--- src/rtl/divdisp_pkg.sv ---
// Shared types and segment constants for the divider result display.
// Output polarity follows DIVDISP_ACTIVE_LOW_EN (defined: common-anode, active-low).
package divdisp_pkg;

  typedef enum logic {
    BLANK = 1'b0,
    SHOW  = 1'b1
  } state_t;

  localparam logic [6:0] SEG_0 = 7'h3F;
  localparam logic [6:0] SEG_1 = 7'h06;
  localparam logic [6:0] SEG_2 = 7'h5B;
  localparam logic [6:0] SEG_3 = 7'h4F;
  localparam logic [6:0] SEG_4 = 7'h66;
  localparam logic [6:0] SEG_5 = 7'h6D;
  localparam logic [6:0] SEG_6 = 7'h7D;
  localparam logic [6:0] SEG_7 = 7'h07;
  localparam logic [6:0] SEG_8 = 7'h7F;
  localparam logic [6:0] SEG_9 = 7'h6F;
  localparam logic [6:0] SEG_A = 7'h77;
  localparam logic [6:0] SEG_B = 7'h7C;
  localparam logic [6:0] SEG_C = 7'h39;
  localparam logic [6:0] SEG_D = 7'h5E;
  localparam logic [6:0] SEG_E = 7'h79;
  localparam logic [6:0] SEG_F = 7'h71;

`ifdef DIVDISP_ACTIVE_LOW_EN
  localparam logic [6:0] SEG_OFF = 7'h7F;
  localparam logic [1:0] AN_OFF  = 2'b11;
`else
  localparam logic [6:0] SEG_OFF = 7'h00;
  localparam logic [1:0] AN_OFF  = 2'b00;
`endif

endpackage

--- src/rtl/seg7_decode.sv ---
// Combinational hex digit to active-high 7-segment pattern {g,f,e,d,c,b,a}.
module seg7_decode
  import divdisp_pkg::*;
(
  input  logic [3:0] i_val,
  output logic [6:0] o_seg
);

  // Hex lookup
  always_comb begin
    o_seg = SEG_0;
    case (i_val)
      4'h0:    o_seg = SEG_0;
      4'h1:    o_seg = SEG_1;
      4'h2:    o_seg = SEG_2;
      4'h3:    o_seg = SEG_3;
      4'h4:    o_seg = SEG_4;
      4'h5:    o_seg = SEG_5;
      4'h6:    o_seg = SEG_6;
      4'h7:    o_seg = SEG_7;
      4'h8:    o_seg = SEG_8;
      4'h9:    o_seg = SEG_9;
      4'hA:    o_seg = SEG_A;
      4'hB:    o_seg = SEG_B;
      4'hC:    o_seg = SEG_C;
      4'hD:    o_seg = SEG_D;
      4'hE:    o_seg = SEG_E;
      4'hF:    o_seg = SEG_F;
      default: o_seg = SEG_0;
    endcase
  end

endmodule

--- src/rtl/div_result_display.sv ---
// Captures divider quotient/remainder on done rising edge and multiplexes them
// onto a two-digit 7-segment display. DIVDISP_ACTIVE_LOW_EN selects active-low outputs.
module div_result_display
  import divdisp_pkg::*;
#(
  parameter int WIDTH       = 3,
  parameter int REFRESH_DIV = 16
) (
  input  logic             clk,
  input  logic             rst,
  input  logic [WIDTH-1:0] D,
  input  logic [WIDTH-1:0] M,
  input  logic             done,
  output logic [6:0]       seg,
  output logic [1:0]       an,
  output logic             valid
);

  localparam int CW = (REFRESH_DIV > 2) ? $clog2(REFRESH_DIV) : 1;
  localparam logic [CW-1:0] CNT_MAX = CW'(REFRESH_DIV - 1);

  state_t        r_state;
  state_t        w_state_nxt;
  logic          r_done_q;
  logic [3:0]    r_d;
  logic [3:0]    r_m;
  logic [CW-1:0] r_cnt;
  logic          r_sel;
  logic          w_cap;
  logic          w_wrap;
  logic [3:0]    w_digit;
  logic [6:0]    w_seg_dec;
  logic [6:0]    w_seg_nxt;
  logic [1:0]    w_an_nxt;

  assign w_cap   = done & ~r_done_q;
  assign w_wrap  = (r_cnt == CNT_MAX);
  assign w_digit = r_sel ? r_m : r_d;

  seg7_decode u_dec (
    .i_val (w_digit),
    .o_seg (w_seg_dec)
  );

  // FSM state register
  always_ff @(posedge clk or negedge rst) begin
    if (!rst) r_state <= BLANK;
    else      r_state <= w_state_nxt;
  end

  // FSM next state: only reset leaves SHOW
  always_comb begin
    w_state_nxt = r_state;
    case (r_state)
      BLANK:   w_state_nxt = w_cap ? SHOW : BLANK;
      SHOW:    w_state_nxt = SHOW;
      default: w_state_nxt = BLANK;
    endcase
  end

  // Capture registers, edge detect and refresh timing; capture wins over wrap
  always_ff @(posedge clk or negedge rst) begin
    if (!rst) begin
      r_done_q <= 1'b0;
      r_d      <= 4'h0;
      r_m      <= 4'h0;
      r_cnt    <= '0;
      r_sel    <= 1'b0;
      valid    <= 1'b0;
    end else begin
      r_done_q <= done;
      if (w_cap) begin
        r_d   <= 4'(D);
        r_m   <= 4'(M);
        valid <= 1'b1;
        r_cnt <= '0;
        r_sel <= 1'b0;
      end else if (r_state == SHOW) begin
        if (w_wrap) begin
          r_cnt <= '0;
          r_sel <= ~r_sel;
        end else begin
          r_cnt <= r_cnt + CW'(1);
        end
      end
    end
  end

  // Active-high display value before the output register
  always_comb begin
    w_seg_nxt = 7'h00;
    w_an_nxt  = 2'b00;
    if (r_state == SHOW) begin
      w_seg_nxt = w_seg_dec;
      w_an_nxt  = r_sel ? 2'b01 : 2'b10;
    end else begin
      w_seg_nxt = 7'h00;
      w_an_nxt  = 2'b00;
    end
  end

  // Output register, polarity applied here only
  always_ff @(posedge clk or negedge rst) begin
    if (!rst) begin
      seg <= SEG_OFF;
      an  <= AN_OFF;
    end else begin
`ifdef DIVDISP_ACTIVE_LOW_EN
      seg <= ~w_seg_nxt;
      an  <= ~w_an_nxt;
`else
      seg <= w_seg_nxt;
      an  <= w_an_nxt;
`endif
    end
  end

endmodule

--- config.mk ---
export PLATFORM = sky130hd
export DESIGN_NAME = div_result_display
export DESIGN_NICKNAME = d
export VERILOG_FILES = /design/src/rtl/divdisp_pkg.sv /design/src/rtl/seg7_decode.sv /design/src/rtl/div_result_display.sv
export SDC_FILE = /design/constraint.sdc
export NUM_CORES = 1
export LEC_CHECK = 0
export ABC_CLOCK_PERIOD_IN_PS = 2180
export CAP_MARGIN = 0
export CORE_MARGIN = 2
export CORE_UTILIZATION = 30
export DETAILED_ROUTE_END_ITERATION = 8
export PLACE_DENSITY = 0.49
export SYNTH_ARGS = -nofsm -noshare
export SYNTH_HDL_FRONTEND = slang
export SYNTH_SLANG_ARGS = --single-unit
export TNS_END_PERCENT = 20
--- constraint.sdc ---
create_clock -name clk -period 2.18 [get_ports clk]
set_input_delay 0.436 -clock clk [delete_from_list [all_inputs] [get_ports clk]]
set_output_delay 0.436 -clock clk [all_outputs]
set_load 0.02 [all_outputs]
=== After elaboration in Yosys (flattened, before gate mapping) ===
Memories as Yosys holds them, arrays and structs flattened.
Index checks and enable logic that the tools add are counted.
Widths: inputs -> output; s select.

* Register bits: 23
* Bits in latches: 0
* Memory bits (writable): 0
* ROM bits: 112
* Bits of input ports: 9
* Word-level logic and storage cells: 31
* Memories kept: 1

* Add/sub/neg operators: 1
* $mul: 0
* Divide/modulo/power cells: 0
* Magnitude comparators: 0
* Equality and inequality tests: 1
* Shift-type cells: 0
* Muxes and demuxes: 12
* Bitwise logic cells: 4
* Reductions and logical operators: 3

{| class="wikitable"
|+ Memories
! memory !! depth !! bits a word !! read ports !! clocked after memory_dff !! write ports !! RTL line !! source
|-
| (name not given) || 16 || 7 || 1 || 0 || 0 || seg7_decode.sv:12 || <nowiki>case (i_val)</nowiki>
|}

{| class="wikitable"
|+ Operators with widths
! operator !! count
|-
| $mux 4 || 3
|-
| $mux 7 || 1
|-
| $add 4x1->4 const B || 1
|-
| $eq 4x4->1 const B || 1
|-
| $mux 1 || 4
|-
| $mux 2 || 2
|-
| $reduce_bool 2->1 || 2
|-
| $mux 3 || 1
|-
| $not 1->1 || 3
|-
| $pmux 1 s2 || 1
|-
| $reduce_and 2->1 || 1
|-
| $and 1x1->1 || 1
|}

=== Longest topological paths before layout ===
Gate-level depths: netlist (run 1).

* Word-level depth: 4
* Depth in mapped cells: 6

=== By module ===
From an unflattened synthesis (run 1), not the netlist that was laid out.

* Cell total of the unflattened synthesis: 99
* Area, all modules: 1197.4 um2

{| class="wikitable"
|+ Modules (own cells, without submodules)
! module !! instances !! cells an instance !! area each (um2)
|-
| div_result_display || 1 || 66 || 914.6
|-
| seg7_decode || 1 || 33 || 282.8
|}

=== Worst setup path after synthesis (run 1) ===
OpenSTA, ideal clock, no wires.

* Path kind: reg2reg
* Start: register r_sel
* End: register seg[3]
* Setup time: 0.120 ns
* Arrival: 1.306 ns
* Data required time: 2.060 ns
* Path slack: 0.754 ns
* Stages on the path, launching flop included: 5
* Path through: dfrtp_1 -> buf_6 -> mux2i_1 -> ha_1 -> o211a_1

* Longest elaborated chain between the ends: 3

{| class="wikitable"
|+ RTL lines
! element !! RTL line !! source
|-
| start, declared || div_result_display.sv:28 || <nowiki>logic r_sel;</nowiki>
|-
| start signal, assigned || div_result_display.sv:81 || <nowiki>r_sel <= ~r_sel;</nowiki>
|-
| $mux 3 || div_result_display.sv:38 || <nowiki>assign w_digit = r_sel ? r_m : r_d;</nowiki>
|-
| $mem_v2 16x7 || n/a ||
|-
| $mux 7 || div_result_display.sv:93 || <nowiki>if (r_state == SHOW) begin</nowiki>
|-
| via w_seg_nxt[3] || div_result_display.sv:33 || <nowiki>logic [6:0] w_seg_nxt;</nowiki>
|-
| end signal, assigned || div_result_display.sv:112 || <nowiki>seg <= w_seg_nxt;</nowiki>
|-
| end, declared || div_result_display.sv:14 || <nowiki>output logic [6:0] seg,</nowiki>
|}

The timed path passes the listed nets, and every way through them passes these cells.
A chain may end at the register's enable or synchronous reset.

=== Worst setup path in the final report (run 1) ===
Ends and elaborated chain as after synthesis.

==> metrics.md, run 1 <==
| Metric | Value |
|---|---|
| Net Sw Frac | 0.3062 |
| First-pass GRT wire length | just over 3 mm |
| Clk root buf | clkbuf_4 |
| Worst-case clock buffer depth | 2 |
| Register area share after synthesis | 0.5617 |
| # hold bufs at CTS | 0 |
| Core footprint | between 3000 and 4000 um2 |
| Postcts setup bufs | 0 |
| Vias in the first global route | between 600 and 700 |
| Hold Fails Final Rpt | 0 |
| CP Max Fanout | 7 |
| TritonCTS buffer count | 3 |
| Switching power | approximately 0.00033 W |
| Syn avg cell area | 12.81 um2 |
| Mapped Area | around 1000 um2 |
| Drt pass-1 iters | 4 |
| Initial core utilization | 0.3095 |
| Tmin final | about 1.8 ns |
| Worst hold path class | in2async |
| Main flop type after synthesis | dfrtp_1 |
| CTS sink cnt | 23 |
| Clock skew | about 0.00076 ns |
| Die extent in x | approximately 62 um |
| Setup CP Type | reg2reg |
| Layout cells sized above 1 | 0.1782 |
| Netlist cell types | 29 |
| Initial antenna violation count | 0 |
| Final HPWL DP | 1.209 mm |
| Post-synth top cells | 23 x dfrtp_1, 7 x nand2_1, 6 x ha_1, 6 x mux2_2 |
| # IOs | 19 |
| Placement Rows | 21 |
| Critical path launch point type | flop |
| Gr ovfl total | 0 |
| Number of synthesized flops with an enable pin | 0 |
| Pwr dens | roughly 840 nW/um2 |
| CTS tree | done |
| Die Y-Extent | about 62 um |
| Die area | 3899 um2 |
| Pin count of the biggest net entering global routing | 24 |
| Ranking of synthesized cells by area | dfrtp_1 56%, ha_1 7.3%, mux2_2 6.6%, mux2i_1 2.9%, nand2_1 2.6% |
| WP data required | 2.39 ns |
| Final period util | 0.8202 |
| Critical Path, Cell by Cell | mux2i_1 -> ha_1 -> o211a_1 |
| Post-DP Area | 1254 um2 |
| Max-slew headroom | 0.6678 |
| Clk pwr share | 0.180 |
| Crit-path slowest cell | dfrtp_1 |
| 1st-iter DRT viols | 13 |
| Status | complete, no violations |
| Slew Viols, Final | 0 |
| Asr flop ratio synth | 1.000 |
| Post-synth top area share | 0.5617 |
| Area leader, netlist | dfrtp_1 |
| Final count of negative-setup-slack endpoints | 0 |
| Final Cell Area | approximately 1300 um2 |
| Sequential power share | 0.521 |
| Area Growth Syn to Fin | 24.91% |
| Leak Pwr | about 0.55 nW |
| N_diodes | 0 |
| Via Count | 638 |
| Clk_lat worst skew | approximately 0.3 ns |
| Detail Route Antenna Nets | 0 |
| WP buf/inv | 0 |
| Nets@finish | around 120 |
| H-tree depth | 1 |
| WL/cell | approximately 11 um |
| Comb power frac | 0.298 |
| Worst slew pin tran | around 0.48 ns |
| Total power | between 0.001 and 0.0015 W |
| Post-cts resize count | 0 |
| Maximum vdd drop | ~0.00042 V |
| Routed vias/inst | about 4.3 |
| Utilization after layout | 0.3866 |
| Routed wire length | around 1.6 mm |
| CP max stage delay | between 0.6 and 0.7 ns |
| Max cap viols | 0 |
| Clock-pin slew on the worst setup and hold paths | approximately 0.12 ns |
| Kind of cell adding the most delay to the critical path | flip-flops |
| FMAX | approximately 560 MHz |
| I/O Buffers | 18 |
| Yosys reg bits | 23 |
| Syn nets | 95 |
| Synth warn | 0 |
| DRC viols | 0 |
| Final GP Congestion | 0.7535 |
| Setup TNS | 0 ns |
| Setup crit end kind | flop |
| RSZ-0062 raised after global routing | false |
| Mapped Cells | 80 |
| Worst EP arrival | a little under 2 ns |
| Top-count cell post-synth | dfrtp_1 |
| Tot GR Track Use | 0.1007 |
| Internal Power | between 0.0007 and 0.0008 W |
[state kept, by name, summed over array words and instances (netlist names)]
register / count
an: 2
r_cnt: 4
r_d: 3
r_done_q: 1
r_m: 3
r_sel: 1
r_state: 1
seg: 7
valid: 1
[final timing paths]
| path | from | endpoint | slack [ns] | cells after the start |
|---|---|---|---|---|
| setup / recovery | r_sel | seg[3] | 0.39 | 3 |
| setup reg to reg | r_sel | seg[3] | 0.39 | 3 |
| max in group asynchronous | rst | r_cnt[1] | 1.49 | 2 |
| hold / removal | rst | seg[2] | 0.47 | 2 |
| min in group clk | r_d[1] | r_d[1] | 0.52 | 1 |
| hold reg to reg | r_d[1] | r_d[1] | 0.52 | 1 |
[placed cells by master (no fill, tap or decap), types with 3 or more instances in the layout]
cell type        netlist  final
mux2i_1                3      3
ha_1                   6      6
clkdlybuf4s50_1        0     18
a21oi_1                3      3
dfrtp_1               23     23
nor2_1                 3      3
clkbuf_4               0      3
nand2_1                7      7
mux2_2                 6      6
[power by group through the flow]
stage / combinational (W) / clock (W) / sequential [W]
6_report: 0.000319 / 0.000193 / 0.000557
3_5_place_dp: 0.000322 / 0 / 0.000569
3_3_place_gp: 0.000316 / 0 / 0.000567
2_1_floorplan: 0.000156 / 0 / 0.000605
4_1_cts: 0.000324 / 0.000202 / 0.000559
5_1_grt: 0.000358 / 0.000214 / 0.000572
[cell families (layout without fill, tap and decap cells)]
family | Yosys count | after routing | share of synthesized area
adders and majority gates | 6 | 6 | 0.07326
xor gates and xnor gates | 2 | 2 | 0.01710
DFF | 23 | 23 | 0.5617
and+or+nand+nor | 24 | 24 | 0.1246
buffers and inverters | 5 | 26 | 0.03053
muxes | 11 | 11 | 0.1319
AOI/OAI and AO/OA | 9 | 9 | 0.06104
[worst reg2reg max path: stages, from the launching register on]
cell	delay [ns]
dfrtp_1	0.62
mux2i_1	0.51
ha_1	0.34
o211a_1	0.23
[layout make-up]
class | count | area [um2]
sequential | 23 | 575.6
inverter | 2 | 7.507
fill | 340 | 2031
timing repair buffer | 20 | 195.2
tap | 46 | 57.56
clock buffer | 4 | 26.28
multi-input combinational | 52 | 417.9
[metrics by stage]
step | std cells | hold WS, ns | setup WS [ns]
3_5_place_dp | 143 | 0.4953 | 0.4110
6_report | 147 | 0.4691 | 0.3920
2_1_floorplan | 80 | 0.1404 | 0.7538
5_1_grt | 147 | 0.4997 | 0.2632
4_1_cts | 147 | 0.4780 | 0.3827
3_3_place_gp | 143 | 0.4930 | 0.4065
[routing by layer]
layer,track usage,vias up,wire (um)
li1,-,312,-
met1,0.1173,313,709
met2,0.1774,11,838
met3,0.03423,2,67
met4,0.02500,0,18
met5,0,-,0
No activity file was read; power rests on OpenSTA's default activity.
==> inputs of run 2 (changes only) <==
--- a/config.mk
+++ b/config.mk
@@ -5,7 +5,7 @@
 export SDC_FILE = /design/constraint.sdc
 export NUM_CORES = 1
 export LEC_CHECK = 0
-export ABC_CLOCK_PERIOD_IN_PS = 2180
+export ABC_CLOCK_PERIOD_IN_PS = 1700
 export CAP_MARGIN = 0
 export CORE_MARGIN = 2
 export CORE_UTILIZATION = 30
==> constraint.sdc (replaced) <==
create_clock -name clk -period 1.7 [get_ports clk]
set_input_delay 0.34 -clock clk [delete_from_list [all_inputs] [get_ports clk]]
set_output_delay 0.34 -clock clk [all_outputs]
set_load 0.02 [all_outputs]
==> run 2 against run 1 <==
Net effect:
- wire length is 3.6% higher
- sequential share of layout area shrank 1.0 points
- global-route usage shrank 0.35 points
- power is 30% higher
- count of clock-buffer cells in the layout unchanged
- die area is the same
==> metrics.md, run 2 (synthesis results as in run 1) <==
| Metric | Value |
|---|---|
| First-pass GRT wire length | ~3 mm |
| Clk_lat worst skew | around 0.30 ns |
| H-tree depth | 1 |
| CP Max Fanout | 2 |
| Die area | a little under 4000 um2 |
| Hold Fails Final Rpt | 0 |
| Top flop regs | seg: 7 flops, r_cnt: 4 flops |
| Worst slew pin tran | 0.2950 ns |
| Routed vias/inst | between 4 and 5 |
| CTS sink cnt | 23 |
| Final GP Congestion | 0.7158 |
| Layout Cells excl Fill | 151 |
| Tot GR Track Use | 0.09715 |
| Final period util | 0.9478 |
| Setup crit end kind | output pin |
| Met1 usage | 0.1101 |
| Area Growth Syn to Fin | 27.84% |
| TritonCTS buffer count | 3 |
| Critical Path, Cell by Cell | clkdlybuf4s50_1 |
| Drt pass-1 iters | 2 |
| I/O Buffers | 18 |
| Clock-pin slew on the worst setup and hold paths | around 0.12 ns |
| Worst EP arrival | approximately 1.3 ns |
| Final HPWL DP | 1.239 mm |
| # hold bufs at CTS | 0 |
| Via Count | 663 |
| Routed wire length | roughly 1.7 mm |
| Slew Viols, Final | 0 |
| Vias in the first global route | roughly 670 |
| Die extent in x | around 62 um |
| Reg with most FFs | seg |
| Pwr dens | about 1100 nW/um2 |
| Initial antenna violation count | 0 |
| Status | complete, no violations |
| Max-slew headroom | 0.8033 |
| WP data required | approximately 1.4 ns |
| Die Y-Extent | about 62 um |
| Nets@finish | ~120 |
| Met3 track demand over resource | 0.03423 |
| WL/cell | between 10 and 15 um |
| Gr ovfl total | 0 |
| Initial core utilization | 0.3095 |
| Clock skew | around 0.0019 ns |
| Largest register FFs | 7 |
| Final count of negative-setup-slack endpoints | 0 |
| Filler cells | about 350 |
| Layout cells sized above 1 | 0.2095 |
| Worst-case clock buffer depth | 2 |
| Worst reg2reg path endpoint | seg[3] |
| Worst hold path class | in2async |
| Leak Pwr | 0.5666 nW |
| GRT Max-Usage Layer | met2 |
| Postcts setup bufs | 0 |
| Crit-path slowest cell | clkdlybuf4s50_1 |
| Pin count of the biggest net entering global routing | 24 |
| Clk root buf | clkbuf_4 |
| Kind of cell adding the most delay to the critical path | buffers and inverters |
| R2R setup slack | ~0.34 ns |
| Placement Rows | 21 |
| GRT met2 Usage | 0.1694 |
| Core footprint | about 3300 um2 |
| Maximum vdd drop | 0.0004008 V |
| Setup TNS | 0 ns |
| Detail Route Antenna Nets | 0 |
| 1st-iter DRT viols | 6 |
| Sequential Area | roughly 580 um2 |
| DRC viols | 0 |
| CTS tree | done |
| Setup CP Type | reg2out |
| FMAX | 620.6 MHz |
| Reg-to-reg startpoint | r_sel |
| Max cap viols | 0 |
| DP Cell Count | about 150 |
| Critical path launch point type | flop |
| WP buf/inv | 1 |
| N_diodes | 0 |
| Commonest non-fill, non-tap cell in the layout | dfrtp_1 |
| CP max stage delay | 0.60 ns |
| # IOs | 19 |
| Worst R2R Path Depth | 4 |
| Area of the multi-input gates | between 400 and 500 um2 |
| Tmin final | 1.611 ns |
| RSZ-0062 raised after global routing | false |
| Post-cts resize count | 0 |
| Most frequent cells in the layout | 23 x dfrtp_1, 18 x clkdlybuf4s50_1, 7 x nand2_1 |
[run 2: cell count changes in the layout (fill, tap and decap cells not counted), sizes merged]
cell / before / now
buf: 2 / 6
[run 2: worst reg2reg max path, cell delays in order (launching register included)]
cell	delay, ns
dfrtp_1	0.44
mux2i_1	0.13
buf_4	0.15
ha_1	0.31
o211a_1	0.23
[run 2: layout make-up]
class                           count  share of cell area
Sequential cell                    23              0.4393
Tap cell                           46             0.04393
Timing Repair Buffer               24              0.1719
Clock buffer                        4             0.02006
Multi-Input combinational cell     52              0.3190
Inverter                            2            0.005731
[run 2: per-stage QoR]
step	worst slack [ns]	hold slack, ns	util	instance area [um2]	total power, W
3_5_place_dp	0.04972	0.4756	0.3878	1284	0.001156
5_1_grt	0.02305	0.3792	0.3957	1310	0.001490
3_3_place_gp	0.1128	0.4728	0.3878	1284	0.001148
6_report	0.08878	0.3707	0.3957	1310	0.001386
4_1_cts	0.05850	0.3756	0.3957	1310	0.001412
2_1_floorplan	0.2738	0.04441	-	1025	0.0009762
[run 2: worst max-delay path by stage]
stage / startpoint / end / slack [ns] / cells past startpoint
6_report: valid / valid / 0.09 / 1
5_1_grt: valid / valid / 0.02 / 1
4_1_cts: valid / valid / 0.06 / 1
3_5_place_dp: done / r_d[1] / 0.05 / 4
3_3_place_gp: done / r_m[1] / 0.11 / 4
2_1_floorplan: r_sel / seg[3] / 0.27 / 4
[run 2: layer usage]
layer / up-vias / part of all wire
met5: - / 0
met4: 0 / 0.0089
met3: 2 / 0.030
met2: 9 / 0.50
met1: 333 / 0.46
li1: 319 / -
[run 2: report_power, final]
group	total, W	leakage [nW]	internal, W	switching (W)
Sequential	0.000712	0.264	0.000648	0.0000639
Combinational	0.000425	0.288	0.000224	0.000201
Clock	0.000249	0.0150	0.0000915	0.000157
==> inputs of run 3 (changes only) <==
--- a/config.mk
+++ b/config.mk
@@ -5,9 +5,8 @@
 export SDC_FILE = /design/constraint.sdc
 export NUM_CORES = 1
 export LEC_CHECK = 0
-export ABC_CLOCK_PERIOD_IN_PS = 1700
+export ABC_CLOCK_PERIOD_IN_PS = 1800
 export CAP_MARGIN = 0
-export CORE_MARGIN = 2
 export CORE_UTILIZATION = 30
 export DETAILED_ROUTE_END_ITERATION = 8
 export PLACE_DENSITY = 0.49
==> constraint.sdc (replaced) <==
create_clock -name clk -period 1.8 [get_ports clk]
set_input_delay 0.36 -clock clk [delete_from_list [all_inputs] [get_ports clk]]
set_output_delay 0.36 -clock clk [all_outputs]
set_load 0.02 [all_outputs]
==> run 3 against run 2 <==
Net effect:
- combinational power decreased by 8.2%
- sequential power decreased by 5.3%
- die area decreased by 6.3%
- setup slack improved by 0.087 ns
- first-iteration DRC count increased by 67%
- clock power decreased by 5%
- via count decreased by 6.3%
- clock skew about the same
- register-to-register slack got worse by 0.07 ns
- largest cell class unchanged
- highest routed layer unchanged
==> metrics.md, run 3 (synthesis results as in run 1) <==
| Metric | Value |
|---|---|
| Status | complete, no violations |
| CP max stage delay | around 0.6 ns |
| Nets@finish | approximately 120 |
| Max-slew headroom | 0.6857 |
| # IOs | 19 |
| Maximum vdd drop | ~0.00044 V |
| Clk root buf | clkbuf_4 |
| Placement Rows | 20 |
| First-pass GRT wire length | around 2.9 mm |
| Worst EP arrival | ~1.3 ns |
| Die area | 3654 um2 |
| Die extent in x | slightly above 60 um |
| Leak Pwr | about 0.56 nW |
| Crit-path slowest cell | clkdlybuf4s50_1 |
| Kind of cell adding the most delay to the critical path | buffers and inverters |
| Postcts setup bufs | 0 |
| Post-route worst setup slack | between 0.15 and 0.2 ns |
| Drt pass-1 iters | 2 |
| Layout cells sized above 1 | 0.1863 |
| Routed vias/inst | 4.253 |
| Setup TNS | 0 ns |
| Top flop regs | seg: 7 flops, r_cnt: 4 flops |
| Worst R2R Path Depth | 3 |
| R2R setup slack | around 0.27 ns |
| Via Count | just over 600 |
| Worst slew pin tran | between 0.4 and 0.5 ns |
| Hold Fails Final Rpt | 0 |
| Clock-pin slew on the worst setup and hold paths | between 0.1 and 0.15 ns |
| Setup CP Type | reg2out |
| Area Growth Syn to Fin | 26.62% |
| Vias in the first global route | 624 |
| Reg with most FFs | seg |
| Clock skew | roughly 0.0022 ns |
| Routed wire length | about 1.6 mm |
| CTS tree | done |
| TritonCTS buffer count | 3 |
| Sequential Area | ~580 um2 |
| Critical Path, Cell by Cell | clkdlybuf4s50_1 |
| Tmin final | ~1.6 ns |
| WP buf/inv | 1 |
| Core footprint | around 3200 um2 |
| Detail Route Antenna Nets | 0 |
| # hold bufs at CTS | 0 |
| Filler cells | 327 |
| Critical path launch point type | flop |
| Worst-case clock buffer depth | 2 |
| CTS sink cnt | 23 |
| Worst hold path class | in2async |
| Gr ovfl total | 0 |
| I/O Buffers | 18 |
| DRC viols | 0 |
| CP Max Fanout | 2 |
| Total power | 0.001300 W |
| Final period util | 0.9021 |
| 1st-iter DRT viols | 10 |
| Utilization after layout | 0.4115 |
| Final count of negative-setup-slack endpoints | 0 |
| Slew Viols, Final | 0 |
| N_diodes | 0 |
| Clk_lat worst skew | roughly 0.3 ns |
| Largest register FFs | 7 |
| Most frequent cells in the layout | 23 x dfrtp_1, 18 x clkdlybuf4s50_1, 7 x nand2_1 |
| Tot GR Track Use | 0.1090 |
| FMAX | about 620 MHz |
| Setup crit end kind | output pin |
| DP Cell Count | 142 |
| Worst reg2reg path endpoint | seg[3] |
| Initial antenna violation count | 0 |
| WL/cell | ~11 um |
| Layout Cells excl Fill | around 150 |
| Reg-to-reg startpoint | r_sel |
| Die Y-Extent | between 60 and 70 um |
| Pwr dens | about 1000 nW/um2 |
| Max cap viols | 0 |
| Final HPWL DP | 1.152 mm |
| Post-cts resize count | 0 |
| Commonest non-fill, non-tap cell in the layout | dfrtp_1 |
| Initial core utilization | 0.3250 |
| Area of the multi-input gates | between 400 and 500 um2 |
| H-tree depth | 1 |
| WP data required | ~1.4 ns |
| Pre-CTS WS | between 0.15 and 0.2 ns |
| Pin count of the biggest net entering global routing | 24 |
| Final GP Congestion | 0.6797 |
| RSZ-0062 raised after global routing | false |
==> run 3: cell types whose count changed in the layout (fill, tap and decap cells not counted), sizes merged <==
cell	change
buf	-3
==> run 3: stage by stage <==
| stage | area (um2) | hold WS (ns) |
|---|---|---|
| floorplan | 1025 | 0.06441 |
| global placement | 1271 | 0.4596 |
| detailed placement | 1271 | 0.4558 |
| global route | 1297 | 0.4054 |
| finish | 1297 | 0.3875 |
| CTS | 1297 | 0.3813 |
==> run 3: routing by layer <==
layer / global-route usage / share of wire
met1: 0.1434 / 0.51
met2: 0.1648 / 0.44
met3: 0.02132 / 0.042
met4: 0.06818 / 0.0093
met5: 0 / 0
==> run 3: final cells by class <==
type	instances	area share
inverters	2	0.005786
flip-flops and latches	23	0.4436
repair buffers	21	0.1659
well taps	44	0.04243
multi-input cells	52	0.3221
clock buffers	4	0.02025
==> run 3: worst max-delay path by stage <==
stage / start / end / slack (ns) / cells after the start
3_5_place_dp: done / r_m[1] / 0.17 / 4
4_1_cts: valid / valid / 0.15 / 1
3_3_place_gp: done / r_d[2] / 0.20 / 4
5_1_grt: r_sel / seg[0] / 0.07 / 5
2_1_floorplan: r_sel / seg[3] / 0.37 / 4
6_report: valid / valid / 0.18 / 1
==> run 3: where the power goes <==
part           switching, W  internal [W]  total [W]
Clock              0.000149     0.0000864   0.000236
Sequential        0.0000616      0.000612   0.000674
Combinational      0.000187      0.000204   0.000390
